<file path="src/rtl/rv_core_pkg.sv">
// Shared core definitions: datapath widths, requester IDs and a
// saturating-increment helper used by the register-file write arbiter.
package rv_core_pkg;

  localparam int REG_W       = 32;
  localparam int ADDR_W      = 5;
  localparam int STALL_CNT_W = 16;

  // Requester IDs: pipeline writeback and the multi-cycle unit.
  typedef enum logic {
    REQ_WB = 1'b0,
    REQ_MC = 1'b1
  } req_id_e;

  // Add one, sticking at all-ones instead of wrapping.
  function automatic logic [STALL_CNT_W-1:0] sat_inc(input logic [STALL_CNT_W-1:0] value);
    if (value == {STALL_CNT_W{1'b1}}) begin
      return value;
    end
    return value + {{(STALL_CNT_W-1){1'b0}}, 1'b1};
  endfunction

endpackage

</file>
<file path="src/rtl/rr_arb2.sv">
// Two-way round-robin arbiter. Grants are combinational from the valids
// and a one-bit pointer holding the most recently granted requester.
// The pointer resets to REQ_MC so that REQ_WB wins the first conflict.
module rr_arb2
  import rv_core_pkg::*;
(
  input  logic    clk,
  input  logic    rst,
  input  logic    valid0,
  input  logic    valid1,
  output logic    ready0,
  output logic    ready1,
  output logic    grant_valid,
  output req_id_e grant_id
);

  req_id_e last_grant;

  // Pick the winner: a lone requester wins, a conflict goes to whoever lost last time.
  always_comb begin
    grant_valid = 1'b0;
    grant_id    = REQ_WB;
    ready0      = 1'b0;
    ready1      = 1'b0;
    if (!rst) begin
      if (valid0 && valid1) begin
        grant_valid = 1'b1;
        grant_id    = (last_grant == REQ_WB) ? REQ_MC : REQ_WB;
      end else if (valid0) begin
        grant_valid = 1'b1;
        grant_id    = REQ_WB;
      end else if (valid1) begin
        grant_valid = 1'b1;
        grant_id    = REQ_MC;
      end
      ready0 = grant_valid && (grant_id == REQ_WB);
      ready1 = grant_valid && (grant_id == REQ_MC);
    end
  end

  // Remember the winner of every transfer; idle cycles leave the pointer alone.
  always_ff @(posedge clk) begin
    if (rst) begin
      last_grant <= REQ_MC;
    end else if (grant_valid) begin
      last_grant <= grant_id;
    end
  end

endmodule

</file>
<file path="src/rtl/rf_wr_arbiter.sv">
// Register-file write-port arbiter. Two requesters (pipeline writeback and
// a multi-cycle unit) share one write port. The accepted write is
// registered onto wr_* one cycle later; writes to x0 are accepted but
// dropped. stall_cnt counts cycles in which a valid requester was refused.
module rf_wr_arbiter
  import rv_core_pkg::*;
#(
  parameter int N = REG_W,
  parameter int A = ADDR_W
) (
  input  logic                   clk,
  input  logic                   rst,
  input  logic                   req0_valid,
  input  logic [A-1:0]           req0_addr,
  input  logic [N-1:0]           req0_data,
  output logic                   req0_ready,
  input  logic                   req1_valid,
  input  logic [A-1:0]           req1_addr,
  input  logic [N-1:0]           req1_data,
  output logic                   req1_ready,
  output logic                   wr_en,
  output logic [A-1:0]           wr_addr,
  output logic [N-1:0]           wr_data,
  output logic                   wr_src,
  output logic [STALL_CNT_W-1:0] stall_cnt
);

  logic         grant_valid;
  req_id_e      grant_id;
  logic [A-1:0] sel_addr;
  logic [N-1:0] sel_data;
  logic         stall;

  rr_arb2 u_arb (
    .clk         (clk),
    .rst         (rst),
    .valid0      (req0_valid),
    .valid1      (req1_valid),
    .ready0      (req0_ready),
    .ready1      (req1_ready),
    .grant_valid (grant_valid),
    .grant_id    (grant_id)
  );

  // Route the winner's address/data and flag any refused valid requester.
  always_comb begin
    sel_addr = req0_addr;
    sel_data = req0_data;
    if (grant_id == REQ_MC) begin
      sel_addr = req1_addr;
      sel_data = req1_data;
    end
    stall = (req0_valid && !req0_ready) || (req1_valid && !req1_ready);
  end

  // Register the accepted write; x0 transfers update the fields but never strobe.
  always_ff @(posedge clk) begin
    if (rst) begin
      wr_en   <= 1'b0;
      wr_addr <= '0;
      wr_data <= '0;
      wr_src  <= 1'b0;
    end else begin
      wr_en <= grant_valid && (sel_addr != '0);
      if (grant_valid) begin
        wr_addr <= sel_addr;
        wr_data <= sel_data;
        wr_src  <= logic'(grant_id);
      end
    end
  end

  // Count refused cycles, saturating rather than wrapping.
  always_ff @(posedge clk) begin
    if (rst) begin
      stall_cnt <= '0;
    end else if (stall) begin
      stall_cnt <= sat_inc(stall_cnt);
    end
  end

endmodule

</file>
<file path="config.mk">
export PLATFORM = sky130hd
export DESIGN_NAME = rf_wr_arbiter
export DESIGN_NICKNAME = d
export VERILOG_FILES = /design/src/rtl/rv_core_pkg.sv /design/src/rtl/rr_arb2.sv /design/src/rtl/rf_wr_arbiter.sv
export SDC_FILE = /design/constraint.sdc
export NUM_CORES = 1
export LEC_CHECK = 0
export CAP_MARGIN = 20
export CELL_PAD_IN_SITES_DETAIL_PLACEMENT = 1
export CELL_PAD_IN_SITES_GLOBAL_PLACEMENT = 1
export CORE_ASPECT_RATIO = 0.5
export CORE_UTILIZATION = 31
export DETAILED_ROUTE_END_ITERATION = 10
export PLACE_DENSITY_LB_ADDON = 0.1
export SETUP_SLACK_MARGIN = 0.1
export SYNTH_ARGS = -nofsm -noshare
export SYNTH_HDL_FRONTEND = slang
export SYNTH_SLANG_ARGS = --single-unit
</file>
<file path="constraint.sdc">
create_clock -name clk -period 3.55 [get_ports clk]
set_input_delay 1.065 -clock clk [delete_from_list [all_inputs] [get_ports clk]]
set_output_delay 1.065 -clock clk [all_outputs]
set_load 0.02 [all_outputs]
</file>
==> impl_results.md, run 1 <==
- Port Buffers: roughly 130
- Starting density of the core: between 30% and 40%
- Most common cell in the netlist: sky130_fd_sc_hd__dfxtp_1
- Maximum number of buffers from clock root to sink: 2
- Synthesized area per cell: between 9 and 10 sq um
- # setup viols final: 0
- Maximum clock rate: 304 MHz
- Arrival time of data at the critical path endpoint: 2.23 ns
- Placement Rows: 23
- Startpoint of the most critical setup path: req0_valid
- Net count after synthesis: 362
- Required time of the critical path: between 2 and 2.5 ns
- Post-detail-place hpwl: 6.02 mm
- Total of flip-flops plus latches after synthesis: between 50 and 60
- Routed length per placed instance: 15.4 um
- Number of buffers inserted during clock tree synthesis: 5
- Number of inserted diodes: 0
- Max-slew violation count: 0
- Initial antenna violation count: 0
- Clock latency on the worst-skew pair: approximately 0.30 ns
- Worst Hold End: wr_data[24]
- Congestion Overflow GR: 0
- Min Clock Period, post-route: ~3.3 ns
- Post-CTS setup buffers: 0
- Register area: 1120 sq um
- IR drop worst, VDD: between 150 and 200 uV
- Unrepaired setup endpoints after global routing: false
- Worst flop-to-flop path endpoint: stall_cnt[14]
- Cell type contributing the most total cell area after synthesis: sky130_fd_sc_hd__dfxtp_1
- Period utilisation layout: between 90% and 100%
- Async set-or-reset flop fraction in the synthesized netlist: 0%
- Final weighted congestion in routability-driven placement: between 0.7 and 0.8
- Antenna Violating Nets Remaining: 0
- Number of max-capacitance violations reported: 0
- TritonCTS clock tree: built
- Sum of internal, switching and leakage power: 1.55 mW
- Hold path depth: 2
- Top cells by area, synth: sky130_fd_sc_hd__dfxtp_1 43%, sky130_fd_sc_hd__mux2i_1 14%, sky130_fd_sc_hd__a211oi_1 11%
- Hold_sp: wr_data[24]
- Floorplan die height: about 67 um
- Register-to-Register Path Depth: 5
- Count of fill cells added during filler insertion: 934
- Number of clock sinks: 56
- Fraction of synthesized cell area taken by the top area cell type: a little over two fifths
- Clock transition time at the flip-flop clock pins of the worst setup and hold paths: roughly 0.070 ns
- Number of nets in the final layout: just under 500
- Power per Cell Area: around 370 nW/um^2
- CP Class: in2out
- Global-route wire length before repair: 13.0 mm
- Via count of the routed design: approximately 2.6k
- Worst slew margin relative to its limit: about half
- Die boundary width: ~130 um
- Worst clock skew: roughly 0.0030 ns
- Pin count of the biggest net entering global routing: 75
- Startpoint type of the worst setup path: input port
- Total area of multi-input combinational cells: 1380 sq um
- Portion of the post-synthesis area used by sequential elements: 42.5%
- Worst setup EP type: output pin
- Area of the core region: between 8000 and 9000 sq um
- Setup slack of the worst register-to-register path: between 1.5 and 2 ns
- Maximum level of the CTS H-tree: 2
- Number of vias per cell after detailed routing: 5.02
- Layout Area Growth over Synthesis: 58.6%
- Global-route usage over all layers: between 10% and 20%
- First drt pass iteration count: 4
- Cell leakage power: 1.54 nW
- Launch instance of the worst register-to-register path: stall_cnt[1]
- Remaining design rule violation count: 0
- Netlist Area Pre-Place: ~2600 sq um
- Core utilization of the finished layout: 51.6%
- Commonest cells in the netlist: 56 x sky130_fd_sc_hd__dfxtp_1, 42 x sky130_fd_sc_hd__nor2_1, 37 x sky130_fd_sc_hd__a211oi_1, 37 x sky130_fd_sc_hd__mux2i_1, 14 x sky130_fd_sc_hd__a21oi_1
- Number of global-route vias before repair: 2702
- Status: completed
- Detailed-route wire length: roughly 8.0 mm
- Worst Max-Slew Pin Slew: around 0.75 ns
- Number of hold-repair buffers added at the cts stage: 0
- Number of design-rule violations left by the first detailed-router iteration: 74
- Fraction of final layout cells sized beyond drive strength 1: under 10%
- Post-synth EDFFs: 0
- Distinct cells, synth: 39
- Hold Path Class: reg2reg
- Crit Path Max Fanout: 3
- Number of primary I/O pins: 135
- Floorplan die area: 8900 sq um
- Yosys warning total: 0
- Syn Inst Count: ~280
- Final Hold Fails: 0
- Synth Flop Type: sky130_fd_sc_hd__dfxtp_1
- CTS root buf: sky130_fd_sc_hd__clkbuf_16
==> flip-flops by register name (all words and copies together), names as in the netlist <==
register          cells
wr_addr               5
wr_src                1
wr_data              32
stall_cnt            16
wr_en                 1
u_arb.last_grant      1
==> report_power, final <==
| group | internal (mW) | total, mW | switching, mW |
|---|---|---|---|
| logic | 0.192 | 0.351 | 0.159 |
| clock network | 0.282 | 0.509 | 0.227 |
| registers | 0.668 | 0.691 | 0.0224 |
==> through the flow <==
stage	setup TNS (ns)	hold WS, ns	cell area [sq um]	std cells	setup WS (ns)
after floorplan	0	0.454	2640	283	0.374
after global routing	0	0.527	4180	522	0.225
after global placement	-0.189	0.468	4040	514	-0.189
after detailed placement	-0.205	0.493	4040	514	-0.205
after CTS	0	0.502	4190	522	0.0912
final	0	0.501	4180	522	0.259
==> cell usage in the layout, fill, tap and decap left out, drive strengths merged, types with 5 or more instances in the layout <==
| cell | n |
|---|---|
| o31ai | 7 |
| buf | 8 |
| nand2 | 9 |
| dfxtp | 56 |
| or4 | 9 |
| clkbuf | 8 |
| o21ai | 8 |
| nor2 | 42 |
| a211oi | 37 |
| nand4 | 7 |
| a21oi | 14 |
| mux2i | 37 |
| clkdlybuf4s50 | 131 |
| nor3 | 5 |
==> worst max-delay path: stages <==
cell and delay [ns]:
sky130_fd_sc_hd__clkdlybuf4s50_1 0.49, sky130_fd_sc_hd__nand2_1 0.09, sky130_fd_sc_hd__and2_2 0.21, sky130_fd_sc_hd__nor3_1 0.16
sky130_fd_sc_hd__clkbuf_2 0.21
==> what timing repair did <==
item                                    4_1_cts  5_1_grt
endpoints found under the setup margin        2        1
gates resized for setup                       3        2
gates cloned                                  0        0
==> logic make-up after synthesis <==
family,Yosys count,share of synthesized area [%]
and+or+nand+nor,91,18.2
AOI/OAI and AO/OA,72,18.7
DFF,56,42.5
muxes,38,14.5
buffers and inverters,24,5.08
adders and majority gates,2,0.996
==> how the worst max path moves through the flow <==
stage	to	slack (ns)	cells after the start
after floorplan	req0_ready	0.37	5
after global routing	req0_ready	0.22	5
after CTS	req0_ready	0.09	5
after global placement	req0_ready	-0.19	5
final	req0_ready	0.26	5
after detailed placement	req0_ready	-0.21	5
==> final cells by class <==
class | instances | area share (%)
Sequential cell | 56 | 26.8
Clock buffer | 7 | 3.41
Multi-Input combinational cell | 203 | 33.0
Inverter | 2 | 0.179
Timing Repair Buffer | 141 | 33.0
Tap cell | 112 | 3.35
Clock inverter | 1 | 0.179
==> metal layers <==
metal	vias up	GRT usage (%)	part of all wire, %
li1	1311	-	-
met1	1238	19.7	40
met2	62	36.1	53
met3	8	6.01	6.0
met4	0	6.47	1.3
met5	-	0	0
Power figures use the tool's default switching activity.
==> inputs of run 2 (changes only) <==
--- a/config.mk
+++ b/config.mk
@@ -13,6 +13,8 @@
 export DETAILED_ROUTE_END_ITERATION = 10
 export PLACE_DENSITY_LB_ADDON = 0.1
 export SETUP_SLACK_MARGIN = 0.1
+export SKIP_LAST_GASP = 1
+export SLEW_MARGIN = 20
 export SYNTH_ARGS = -nofsm -noshare
 export SYNTH_HDL_FRONTEND = slang
 export SYNTH_SLANG_ARGS = --single-unit
==> results of run 2 <==
Same layout as run 1: the final DEF is identical, and so are final timing and power.
==> inputs of run 3 (changes only) <==
--- a/config.mk
+++ b/config.mk
@@ -12,6 +12,7 @@
 export CORE_UTILIZATION = 31
 export DETAILED_ROUTE_END_ITERATION = 10
 export PLACE_DENSITY_LB_ADDON = 0.1
+export REMOVE_ABC_BUFFERS = 1
 export SETUP_SLACK_MARGIN = 0.1
 export SKIP_LAST_GASP = 1
 export SLEW_MARGIN = 20
==> impl_results.md, run 3 (same netlist as run 1, synthesis figures left out) <==
- Status: completed
- Final Hold Fails: 0
- Period utilisation layout: between 90% and 100%
- Number of design-rule violations left by the first detailed-router iteration: approximately 130
- Global-route usage over all layers: between 10% and 20%
- Global-route wire length before repair: 13.1 mm
- Largest register FFs: 32
- Placement Rows: 23
- Post-detail-place hpwl: about 6.2 mm
- Floorplan die area: around 8900 sq um
- Layout Cell Area excl Fill: 4210 sq um
- Number of hold-repair buffers added at the cts stage: 0
- TritonCTS clock tree: built
- Arrival time of data at the critical path endpoint: 2.22 ns
- Maximum level of the CTS H-tree: 2
- First drt pass iteration count: 4
- Starting density of the core: between 30% and 40%
- Worst clock skew: 0.00517 ns
- Number of vias per cell after detailed routing: roughly 5.1
- Congestion Overflow GR: 0
- Number of inserted diodes: 0
- # setup viols final: 0
- Worst setup EP type: output pin
- Floorplan die height: roughly 67 um
- Min Clock Period, post-route: 3.29 ns
- Worst slew margin relative to its limit: between 40% and 50%
- Remaining design rule violation count: 0
- Count of fill cells added during filler insertion: 925
- Maximum number of buffers from clock root to sink: 2
- Register-to-Register Path Depth: 5
- Final weighted congestion in routability-driven placement: approximately 0.78
- CTS root buf: sky130_fd_sc_hd__clkbuf_16
- Die boundary width: 132 um
- Startpoint type of the worst setup path: input port
- Number of nets in the final layout: approximately 490
- Maximum clock rate: 304 MHz
- Required time of the critical path: 2.48 ns
- Register with the most flip-flops: wr_data
- Most common cell after layout, fill and taps aside: sky130_fd_sc_hd__clkdlybuf4s50_1
- Number of max-capacitance violations reported: 0
- Power per Cell Area: 385 nW/um^2
- Number of primary I/O pins: 135
- Port Buffers: about 130
- Worst Max-Slew Pin Slew: 0.760 ns
- Cell leakage power: ~1.5 nW
- Number of global-route vias before repair: ~2.7k
- Post-route worst hold slack: roughly 0.5 ns
- Hold Path Class: reg2reg
- Largest registers: wr_data: 32 flops, stall_cnt: 16 flops, wr_addr: 5 flops
- Unrepaired setup endpoints after global routing: false
- Max-slew violation count: 0
- CP Class: in2out
- Initial antenna violation count: 0
- Crit Path Max Fanout: 3
- Number of clock sinks: 56
- Routed length per placed instance: 15.9 um
- Clock transition time at the flip-flop clock pins of the worst setup and hold paths: 0.07 ns
- Antenna Violating Nets Remaining: 0
- Pin count of the biggest net entering global routing: 75
- Number of buffers inserted during clock tree synthesis: 5
- Fraction of final layout cells sized beyond drive strength 1: between 7 and 8%
- Top library cells by usage in the layout, fill and taps aside: 131 x sky130_fd_sc_hd__clkdlybuf4s50_1, 56 x sky130_fd_sc_hd__dfxtp_1, 42 x sky130_fd_sc_hd__nor2_1, 37 x sky130_fd_sc_hd__mux2i_1, 37 x sky130_fd_sc_hd__a211oi_1
- Clock latency on the worst-skew pair: ~0.3 ns
- Post-place instance area: around 4000 sq um
- IR drop worst, VDD: 195 uV
- Detailed-route wire length: between 8 and 9 mm
- Via count of the routed design: about 2.7k
- Layout Area Growth over Synthesis: 59.4%
- Hold path depth: 2
- Area of the core region: around 8000 sq um
[run 3: cell count changes in the layout (fill, tap and decap cells not counted), sizes merged]
| cell | previous run | this run |
|---|---|---|
| clkbuf | 8 | 6 |
| bufinv | 0 | 1 |
| inv | 2 | 3 |
[run 3: critical path: stages]
cell and delay (ns):
sky130_fd_sc_hd__clkdlybuf4s50_1 0.49, sky130_fd_sc_hd__nand2_1 0.09, sky130_fd_sc_hd__and2_2 0.20, sky130_fd_sc_hd__nor3_1 0.18, sky130_fd_sc_hd__clkbuf_2 0.20
[run 3: final timing paths]
path / start / to / slack (ns)
max: req0_valid / req0_ready / 0.26
min reg2reg: wr_data[20] / wr_data[20] / 0.50
max reg2reg: stall_cnt[0] / stall_cnt[0] / 1.59
min: wr_data[20] / wr_data[20] / 0.50
[run 3: routing by layer]
layer | track usage, % | vias to the layer above | routed length (um)
li1 | - | 1311 | -
met2 | 38.1 | 64 | 4440
met5 | 0 | - | 0
met3 | 5.71 | 10 | 462
met4 | 5.46 | 0 | 86
met1 | 19.3 | 1272 | 3300
[run 3: stage by stage]
stage	setup TNS, ns	std cells	worst slack, ns	utilization [%]	total power, mW
finish	0	522	0.262	51.8	1.62
global route	0	522	0.180	51.8	1.70
CTS	0	522	0.0833	51.9	1.64
detailed placement	-0.187	514	-0.187	49.8	1.06
global placement	-0.176	514	-0.176	49.8	1.05
floorplan	0	261	0.253	-	0.848
[run 3: timing repair]
| item | 4_1_cts | 5_1_grt |
|---|---|---|
| resized for setup | 2 | 3 |
| buffers inserted | 0 | 0 |
| endpoints found under the setup margin | 2 | 1 |
[run 3: cell type report]
class / count / area (sq um) / area share (%)
Tap cell: 112 / 140 / 3.33
Inverter: 2 / 7.51 / 0.179
Clock buffer: 5 / 125 / 2.98
Clock inverter: 3 / 46.3 / 1.10
Multi-Input combinational cell: 203 / 1380 / 32.9
Timing Repair Buffer: 141 / 1380 / 32.9
Sequential cell: 56 / 1120 / 26.7
[run 3: power by group]
part	internal [mW]	switching, mW
clock	0.336	0.243
combinational	0.192	0.158
sequential	0.668	0.0224
